--- config.mk ---
export PLATFORM = sky130hd
export DESIGN_NAME = rst_seq_ctrl
export DESIGN_NICKNAME = d
export VERILOG_FILES = /design/src/rtl/rst_seq_ctrl.sv
export SDC_FILE = /design/constraint.sdc
export NUM_CORES = 1
export LEC_CHECK = 0
export CAP_MARGIN = 20
export CORE_MARGIN = 10
export CORE_UTILIZATION = 40
export CTS_BUF_LIST = sky130_fd_sc_hd__clkbuf_4 sky130_fd_sc_hd__clkbuf_8 sky130_fd_sc_hd__clkbuf_16
export CTS_CLUSTER_DIAMETER = 60
export DETAILED_ROUTE_END_ITERATION = 10
export PLACE_DENSITY = 0.61
export SKIP_CTS_REPAIR_TIMING = 1
export SLEW_MARGIN = 20
export SYNTH_ARGS = -nofsm -noshare
export SYNTH_HDL_FRONTEND = slang
export SYNTH_SLANG_ARGS = --single-unit
--- constraint.sdc ---
create_clock -name clk -period 2.7 [get_ports clk]
set_clock_uncertainty 0.2 [all_clocks]
set_input_delay 0.405 -clock clk [delete_from_list [all_inputs] [get_ports clk]]
set_output_delay 0.405 -clock clk [all_outputs]
set_load 0.01 [all_outputs]
--- src/rtl/rst_seq_ctrl.sv ---
// rst_seq_ctrl: reset sequencer and arbiter.
// It merges the JTAG, watchdog and software reset requests into one sequenced reset.
// Both resets stay asserted for HOLD_CYCLES after the last request.
// After that the peripheral domain is released, and the core domain follows STAGE_GAP cycles later.
// Optional macro RST_SEQ_CAUSE_EN adds a sticky reset-cause register on cause_o.
module rst_seq_ctrl #(
  parameter int unsigned HOLD_CYCLES = 16,
  parameter int unsigned STAGE_GAP   = 4,
  parameter int unsigned CW          = 8
) (
  input  logic       clk,
  input  logic       rst,
  input  logic       req_jtag_i,
  input  logic       req_wdg_i,
  input  logic       req_sw_i,
  input  logic       cause_clr_i,
  output logic       periph_rst_n_o,
  output logic       core_rst_n_o,
  output logic       busy_o,
  output logic [3:0] cause_o
);

  typedef enum logic [1:0] {
    ASSERT = 2'b00,
    REL_P  = 2'b01,
    RUN    = 2'b10
  } state_t;

  localparam logic [CW-1:0] HOLD_LAST = CW'(HOLD_CYCLES - 1);
  localparam logic [CW-1:0] GAP_LAST  = CW'(STAGE_GAP - 1);

  state_t        state_q, state_d;
  logic [CW-1:0] cnt_q, cnt_d;
  logic          periph_q, periph_d;
  logic          core_q, core_d;
  logic          busy_q, busy_d;
  logic          req_any;

  assign req_any = req_jtag_i | req_wdg_i | req_sw_i;

  // Next-state logic: the counter is compared before it increments and is cleared on every transition.
  always_comb begin
    state_d  = state_q;
    cnt_d    = cnt_q;
    periph_d = periph_q;
    core_d   = core_q;
    busy_d   = busy_q;
    case (state_q)
      ASSERT: begin
        periph_d = 1'b0;
        core_d   = 1'b0;
        busy_d   = 1'b1;
        if (req_any) begin
          cnt_d = '0;
        end else if (cnt_q == HOLD_LAST) begin
          state_d  = REL_P;
          periph_d = 1'b1;
          cnt_d    = '0;
        end else begin
          cnt_d = cnt_q + CW'(1);
        end
      end
      REL_P: begin
        if (req_any) begin
          state_d  = ASSERT;
          periph_d = 1'b0;
          cnt_d    = '0;
        end else if (cnt_q == GAP_LAST) begin
          state_d = RUN;
          core_d  = 1'b1;
          busy_d  = 1'b0;
          cnt_d   = '0;
        end else begin
          cnt_d = cnt_q + CW'(1);
        end
      end
      RUN: begin
        if (req_any) begin
          state_d  = ASSERT;
          periph_d = 1'b0;
          core_d   = 1'b0;
          busy_d   = 1'b1;
          cnt_d    = '0;
        end
      end
      default: begin
        state_d  = ASSERT;
        cnt_d    = '0;
        periph_d = 1'b0;
        core_d   = 1'b0;
        busy_d   = 1'b1;
      end
    endcase
  end

  // Sequencer registers with synchronous reset.
  always_ff @(posedge clk) begin
    if (rst) begin
      state_q  <= ASSERT;
      cnt_q    <= '0;
      periph_q <= 1'b0;
      core_q   <= 1'b0;
      busy_q   <= 1'b1;
    end else begin
      state_q  <= state_d;
      cnt_q    <= cnt_d;
      periph_q <= periph_d;
      core_q   <= core_d;
      busy_q   <= busy_d;
    end
  end

  assign periph_rst_n_o = periph_q;
  assign core_rst_n_o   = core_q;
  assign busy_o         = busy_q;

`ifdef RST_SEQ_CAUSE_EN
  logic [3:0] cause_q, cause_d;

  // Sticky cause bits. A clear is applied before this cycle's new requests are OR-ed in.
  always_comb begin
    cause_d = cause_clr_i ? 4'b0000 : cause_q;
    cause_d = cause_d | {1'b0, req_jtag_i, req_wdg_i, req_sw_i};
  end

  // Cause register. Only rst sets the power-on bit.
  always_ff @(posedge clk) begin
    if (rst) begin
      cause_q <= 4'b1000;
    end else begin
      cause_q <= cause_d;
    end
  end

  assign cause_o = cause_q;
`else
  logic unused_cause_clr;
  assign unused_cause_clr = cause_clr_i;
  assign cause_o          = '0;
`endif

endmodule

==> qor.txt, run 1 <==
area leader, netlist: dfxtp_1
Multi-input gate area: 520 µm²
VDD IR-drop max: 299 µV
die height: 65.4 µm
maxcap violations: 0
Slew Limit Fails: 0
relative slew slack: 62.4%
most frequent cell after synthesis: nand3_1
CP Capture Type: register
R2R cell count: 7
IO buf count: 7
Clock Latency Late Sink: 0.27 ns
First-pass DRT Iterations: 4
TritonCTS clock tree: done
DRC: 0
nets: 123
status: finished clean
top cells by count, synth: nand3_1 (14), dfxtp_1 (13), nor2_1 (10)
total CTS buffers: 3
Die ar.: 4270 µm²
vias in the first global route: 692
clock tree buffer depth: 2
CP max FO: 6
critical path arrival: 2.20 ns
Leakage Power: 0.329 nW
clock-pin slew on the worst setup and hold paths: 0.08 ns
Rows: 16
Period Utilization, post-route: 80.9%
Sequential cell area: 260 µm²
WL met3: 172 µm
htree depth: 1
DRT antenna net count: 0
RR Endpoint: cnt_q[7]$_SDFFE_PP0P_
top cells by area, synth: dfxtp_1 (32%), nand3_1 (8.5%), ha_1 (6.1%)
first-pass GRT wire length: 3060 µm
Area growth syn-to-layout: 12.9%
Syn Std Cell Area: 823 µm²
Most used DFF post-synth: dfxtp_1
CP Class: input pin to register
dpl hpwl: 1310 µm
EDFF count, synth: 0
launch point of the worst path: req_wdg_i
max layer used: met4
achievable frequency: 458 MHz
Die X: 65.4 µm
Unique masters post-synth: 40
min cycle time layout: 2.18 ns
Critical Path End: cnt_q[7]$_SDFFE_PP0P_
grt total ovfl: 0
Inserted Diodes: 0
clock sink count: 13
Iteration-0 DRC Markers: 18
gpl congestion: 0.788
share of post-route cells with drive strength above 1: 12.5%
wire length on met1: 792 µm
area of the core: 1960 µm²
vias: 761
Routed wire per std cell: 12.4 µm
Hold WS: 0.253 ns
setup TNS: 0 ns
Yosys reg bits: 13
Synthesis Warnings: 0
Async SR Flop Fraction: 0%
Initial Util: 42.0%
crit path launch type: input pin
largest net degree at the start of global routing: 16
top-area cell type share of the netlist area: 31.6%
routed vias/inst: 5.47
fillcell total: 212
Hold Crit Class: register to register
IO Count: 13
reg-to-reg setup timing slack: 0.57 ns
Req. time, crit path: 2.72 ns
Final Hold Vio Count: 0
sequential area share after synthesis: 31.6%
GR Util All Layers: 8.78%
r2r startpoint: state_q[0]$_SDFFE_PP0P_
routed wl met2: 744 µm
Syn Area/Cell: 7.92 µm²
initial antenna violation count: 0
final wirelength: 1720 µm
Root Driver: clkbuf_4
P per Cell Area: 370 nW/µm²
Cells after Synth: 104
Slew @ Worst Pin: 0.562 ns
final setup fails: 0
RSZ-0062 raised after global routing: no
-- layout make-up --
type | count | area share, %
clock buffer | 4 | 3.23
multi-input combinational | 84 | 56.0
timing repair buffer | 7 | 7.54
inverter | 4 | 1.62
sequential | 13 | 28.0
tap | 27 | 3.63
-- cell usage in the layout, fill, tap and decap left out, types with 3 or more instances in the layout --
cell type and instances:
conb_1 4, nand2_1 8, nand2b_1 3, or4_1 3, ha_1 4, clkbuf_4 4
dfxtp_1 13, a21oi_1 4, o21ai_0 5, nor2_1 10, clkdlybuf4s50_1 7, nand3_1 14
inv_1 4
-- logic make-up (layout without fill, tap and decap cells) --
logic type,Yosys count,count (layout),share of synthesized area (%)
xor gates and xnor gates,1,1,1.06
and+or+nand+nor,54,54,36.5
buffers and inverters,10,15,6.53
adders and majority gates,4,4,6.08
AOI/OAI and AO/OA,19,19,15.2
muxes,2,2,2.58
other,1,4,0.455
DFF,13,13,31.6
-- flip-flops by register name, indices dropped and copies added, names as in the netlist --
name and flops:
busy_o 1, cnt_q 8, core_rst_n_o 1, periph_rst_n_o 1, state_q 2
-- worst max-delay path, cell delays in order --
cell and delay, ns:
clkdlybuf4s50_1 0.45, nor3_4 0.32, o21ai_2 0.13, a211o_1 0.33, or4_1 0.47, nand3_1 0.09
-- report_power, final --
part	switching (mW)	leakage (nW)	internal, mW
Combinational	0.0135	0.206	0.00873
Clock	0.0623	0.0184	0.0673
Sequential	0.000348	0.105	0.192
Total	0.0762	0.329	0.268
-- stage by stage --
stage	cells	util (%)	cell area (µm²)	setup slack [ns]	total power, mW
finish	139	47.4	930	0.517	0.344
global route	139	47.4	930	0.417	0.367
CTS	139	47.4	930	0.534	0.352
detailed placement	135	45.9	900	0.235	0.219
global placement	135	45.9	900	0.243	0.218
floorplan	107	-	835	0.764	0.212
-- layer usage --
metal | up-vias | GRT usage (%)
met5 | - | 0
met4 | 0 | 2.41
met3 | 2 | 5.42
met2 | 23 | 12.9
met1 | 351 | 10.4
li1 | 385 | -
-- how the worst min path moves through the flow --
stage / end / depth (start not counted) / startpoint
floorplan: cnt_q[1]$_SDFFE_PP0P_ / 2 / cnt_q[1]$_SDFFE_PP0P_
detailed placement: core_rst_n_o$_SDFFE_PP0P_ / 2 / core_rst_n_o$_SDFFE_PP0P_
global route: core_rst_n_o$_SDFFE_PP0P_ / 2 / core_rst_n_o$_SDFFE_PP0P_
CTS: core_rst_n_o$_SDFFE_PP0P_ / 2 / core_rst_n_o$_SDFFE_PP0P_
global placement: core_rst_n_o$_SDFFE_PP0P_ / 2 / core_rst_n_o$_SDFFE_PP0P_
finish: core_rst_n_o$_SDFFE_PP0P_ / 2 / core_rst_n_o$_SDFFE_PP0P_
No activity file was read; power rests on OpenSTA's default activity.
==> run 2: changes to the inputs <==
PLACE_DENSITY = 0.64   (was 0.61)
clock period = 1.9 ns   (was 2.7 ns; I/O delays follow)
==> run 2 against run 1 <==
Sequential share of layout area down 4.6 points. Hold slack worse by 0.0038 ns. Utilization grew 11 points. Non-clock buffer count rose by 21. Final cell count rose by 15%. Flip-flop and latch count stayed put. Routed wire length rose by 20%.
==> qor.txt, run 2 (synthesized netlist as in run 1, its figures left out) <==
min cycle time layout: 1.81 ns
Hold Crit Class: register to register (unchanged)
RR Endpoint: state_q[1]$_SDFFE_PP0P_ (was cnt_q[7]$_SDFFE_PP0P_)
leading cell types in the layout, fill and taps excluded: buf_4 (21), nand3_1 (14), nor2_1 (9), dfxtp_1 (9), nand2_1 (8) (was nand3_1 (14), dfxtp_1 (13), nor2_1 (10))
Iteration-0 DRC Markers: 16 (was 18)
Req. time, crit path: 1.89 ns (was 2.72 ns)
critical path arrival: 1.79 ns (was 2.20 ns)
total CTS buffers: 3 (unchanged)
vias: 832 (was 761)
crit path launch type: register (was input pin)
gpl congestion: 0.826 (was 0.788)
Leakage Power: 0.460 nW (was 0.329 nW)
achievable frequency: 553 MHz
CP max FO: 5 (was 6)
Largest register FFs: 8 (unchanged)
die height: 65.4 µm (unchanged)
first-pass GRT wire length: 3550 µm (was 3060 µm)
TritonCTS clock tree: done (unchanged)
DRC: 0 (unchanged)
Gate power share: 8.0% (was 6.5%)
CP Capture Type: register (unchanged)
share of post-route cells with drive strength above 1: 37.6% (was 12.5%)
IO Count: 13 (unchanged)
Rows: 16 (unchanged)
First-pass DRT Iterations: 4 (unchanged)
Clock Latency Late Sink: 0.29 ns (was 0.27 ns)
commonest non-fill, non-tap cell in the layout: buf_4 (was nand3_1)
final setup fails: 0 (unchanged)
switching pwr: 0.122 mW (was 0.0762 mW)
Die X: 65.4 µm (unchanged)
largest net degree at the start of global routing: 9 (was 16)
Switching Share: 24.0% (was 22.1%)
Period Utilization, post-route: 95.1%
Root Driver: clkbuf_4 (unchanged)
Slew Limit Fails: 0 (unchanged)
wire length on met1: 985 µm (was 792 µm)
hold path start: core_rst_n_o$_SDFFE_PP0P_ (unchanged)
final worst setup slack: 0.0933 ns (was 0.517 ns)
DRT antenna net count: 0 (unchanged)
Placed Cells: 154 (was 135)
final wirelength: 2070 µm (was 1720 µm)
Design Power: 0.508 mW (was 0.344 mW)
WL met3: 131 µm (was 172 µm)
dpl hpwl: 1530 µm (was 1310 µm)
area of the core: 1960 µm² (unchanged)
largest register by flop count: cnt_q (unchanged)
CP Class: register to register (was input pin to register)
status: finished clean (unchanged)
Die ar.: 4270 µm² (unchanged)
Placed Area: 1040 µm² (was 900 µm²)
Routed wire per std cell: 12.9 µm (was 12.4 µm)
Area growth syn-to-layout: 40.3% (was 12.9%)
Hold WS: 0.250 ns (was 0.253 ns)
cell area after layout: 1150 µm² (was 930 µm²)
final core utilization: 58.9% (was 47.4%)
reg-to-reg setup timing slack: 0.09 ns (was 0.57 ns)
Final Hold Vio Count: 0 (unchanged)
r2r startpoint: cnt_q[7]$_SDFFE_PP0P_ (was state_q[0]$_SDFFE_PP0P_)
Seq pwr share: 53.3% (was 55.9%)
R2R cell count: 5 (was 7)
initial antenna violation count: 0 (unchanged)
Inserted Diodes: 0 (unchanged)
Min-Delay Path Depth: 2 (unchanged)
clock tree buffer depth: 2 (unchanged)
clock sink count: 13 (unchanged)
IO buf count: 7 (unchanged)
Int Pwr: 0.386 mW (was 0.268 mW)
Initial Util: 42.0% (unchanged)
Hold Path End: core_rst_n_o$_SDFFE_PP0P_ (unchanged)
VDD IR-drop max: 292 µV (was 299 µV)
RSZ-0062 raised after global routing: no (unchanged)
Post-Place Worst Slack: -0.307 ns (was 0.235 ns)
vias in the first global route: 816 (was 692)
GR Util All Layers: 10.3% (was 8.78%)
routed vias/inst: 5.20 (was 5.47)
clock-pin slew on the worst setup and hold paths: 0.08 ns (about the same)
routed wl met2: 901 µm (was 744 µm)
largest registers: cnt_q (8), state_q (2) (unchanged)
htree depth: 1 (unchanged)
max layer used: met4 (unchanged)
nets: 144 (was 123)
Final Non-Filler Cells: 160 (was 139)
maxcap violations: 0 (unchanged)
setup TNS: 0 ns (unchanged)
grt total ovfl: 0 (unchanged)
P per Cell Area: 439 nW/µm² (was 370 nW/µm²)
clock network power share: 38.7% (was 37.7%)
[run 2: cell count changes in the layout (fill, tap and decap cells not counted), sizes merged]
cell / delta
buf: +21
clkdlybuf4s50: -2
dlymetal6s2s: +2
[run 2: cell type report]
cell class / count / area [µm²]
fill: 190 / 807
inverter: 4 / 17.5
clock buffer: 4 / 30.0
tap: 27 / 33.8
multi-input combinational: 84 / 571
sequential: 13 / 270
timing repair buffer: 28 / 233
[run 2: power groups by stage]
stage          sequential [mW]  combinational [mW]  clock (mW)
2_1_floorplan            0.280              0.0223           0
3_3_place_gp             0.280              0.0382           0
3_5_place_dp             0.280              0.0389           0
4_1_cts                  0.273              0.0390       0.199
5_1_grt                  0.271              0.0457       0.207
6_report                 0.271              0.0406       0.196
[run 2: critical path, cell delays in order (launching register included)]
cell	delay [ns]
dfxtp_1	0.36
nor4_4	0.42
nand3_1	0.18
a22oi_2	0.25
mux2i_1	0.22
nor2_1	0.06
[run 2: worst max-delay path by stage]
| stage | startpoint | endpoint | slack [ns] | cells past startpoint |
|---|---|---|---|---|
| floorplan | state_q[0]$_SDFFE_PP0P_ | cnt_q[6]$_SDFFE_PP0P_ | 0.000008 | 7 |
| global placement | req_wdg_i | cnt_q[7]$_SDFFE_PP0P_ | -0.28 | 6 |
| detailed placement | req_wdg_i | cnt_q[7]$_SDFFE_PP0P_ | -0.31 | 6 |
| CTS | state_q[0]$_SDFFE_PP0P_ | cnt_q[6]$_SDFFE_PP0P_ | -0.09 | 7 |
| global route | cnt_q[2]$_SDFFE_PP0P_ | cnt_q[7]$_SDFFE_PP0P_ | 0.01 | 5 |
| finish | cnt_q[7]$_SDFFE_PP0P_ | state_q[1]$_SDFFE_PP0P_ | 0.09 | 5 |
[run 2: per-layer routing]
metal	vias up	global-route usage, %
li1	425	-
met1	380	12.1
met2	22	15.7
met3	5	3.22
met4	0	6.68
met5	-	0
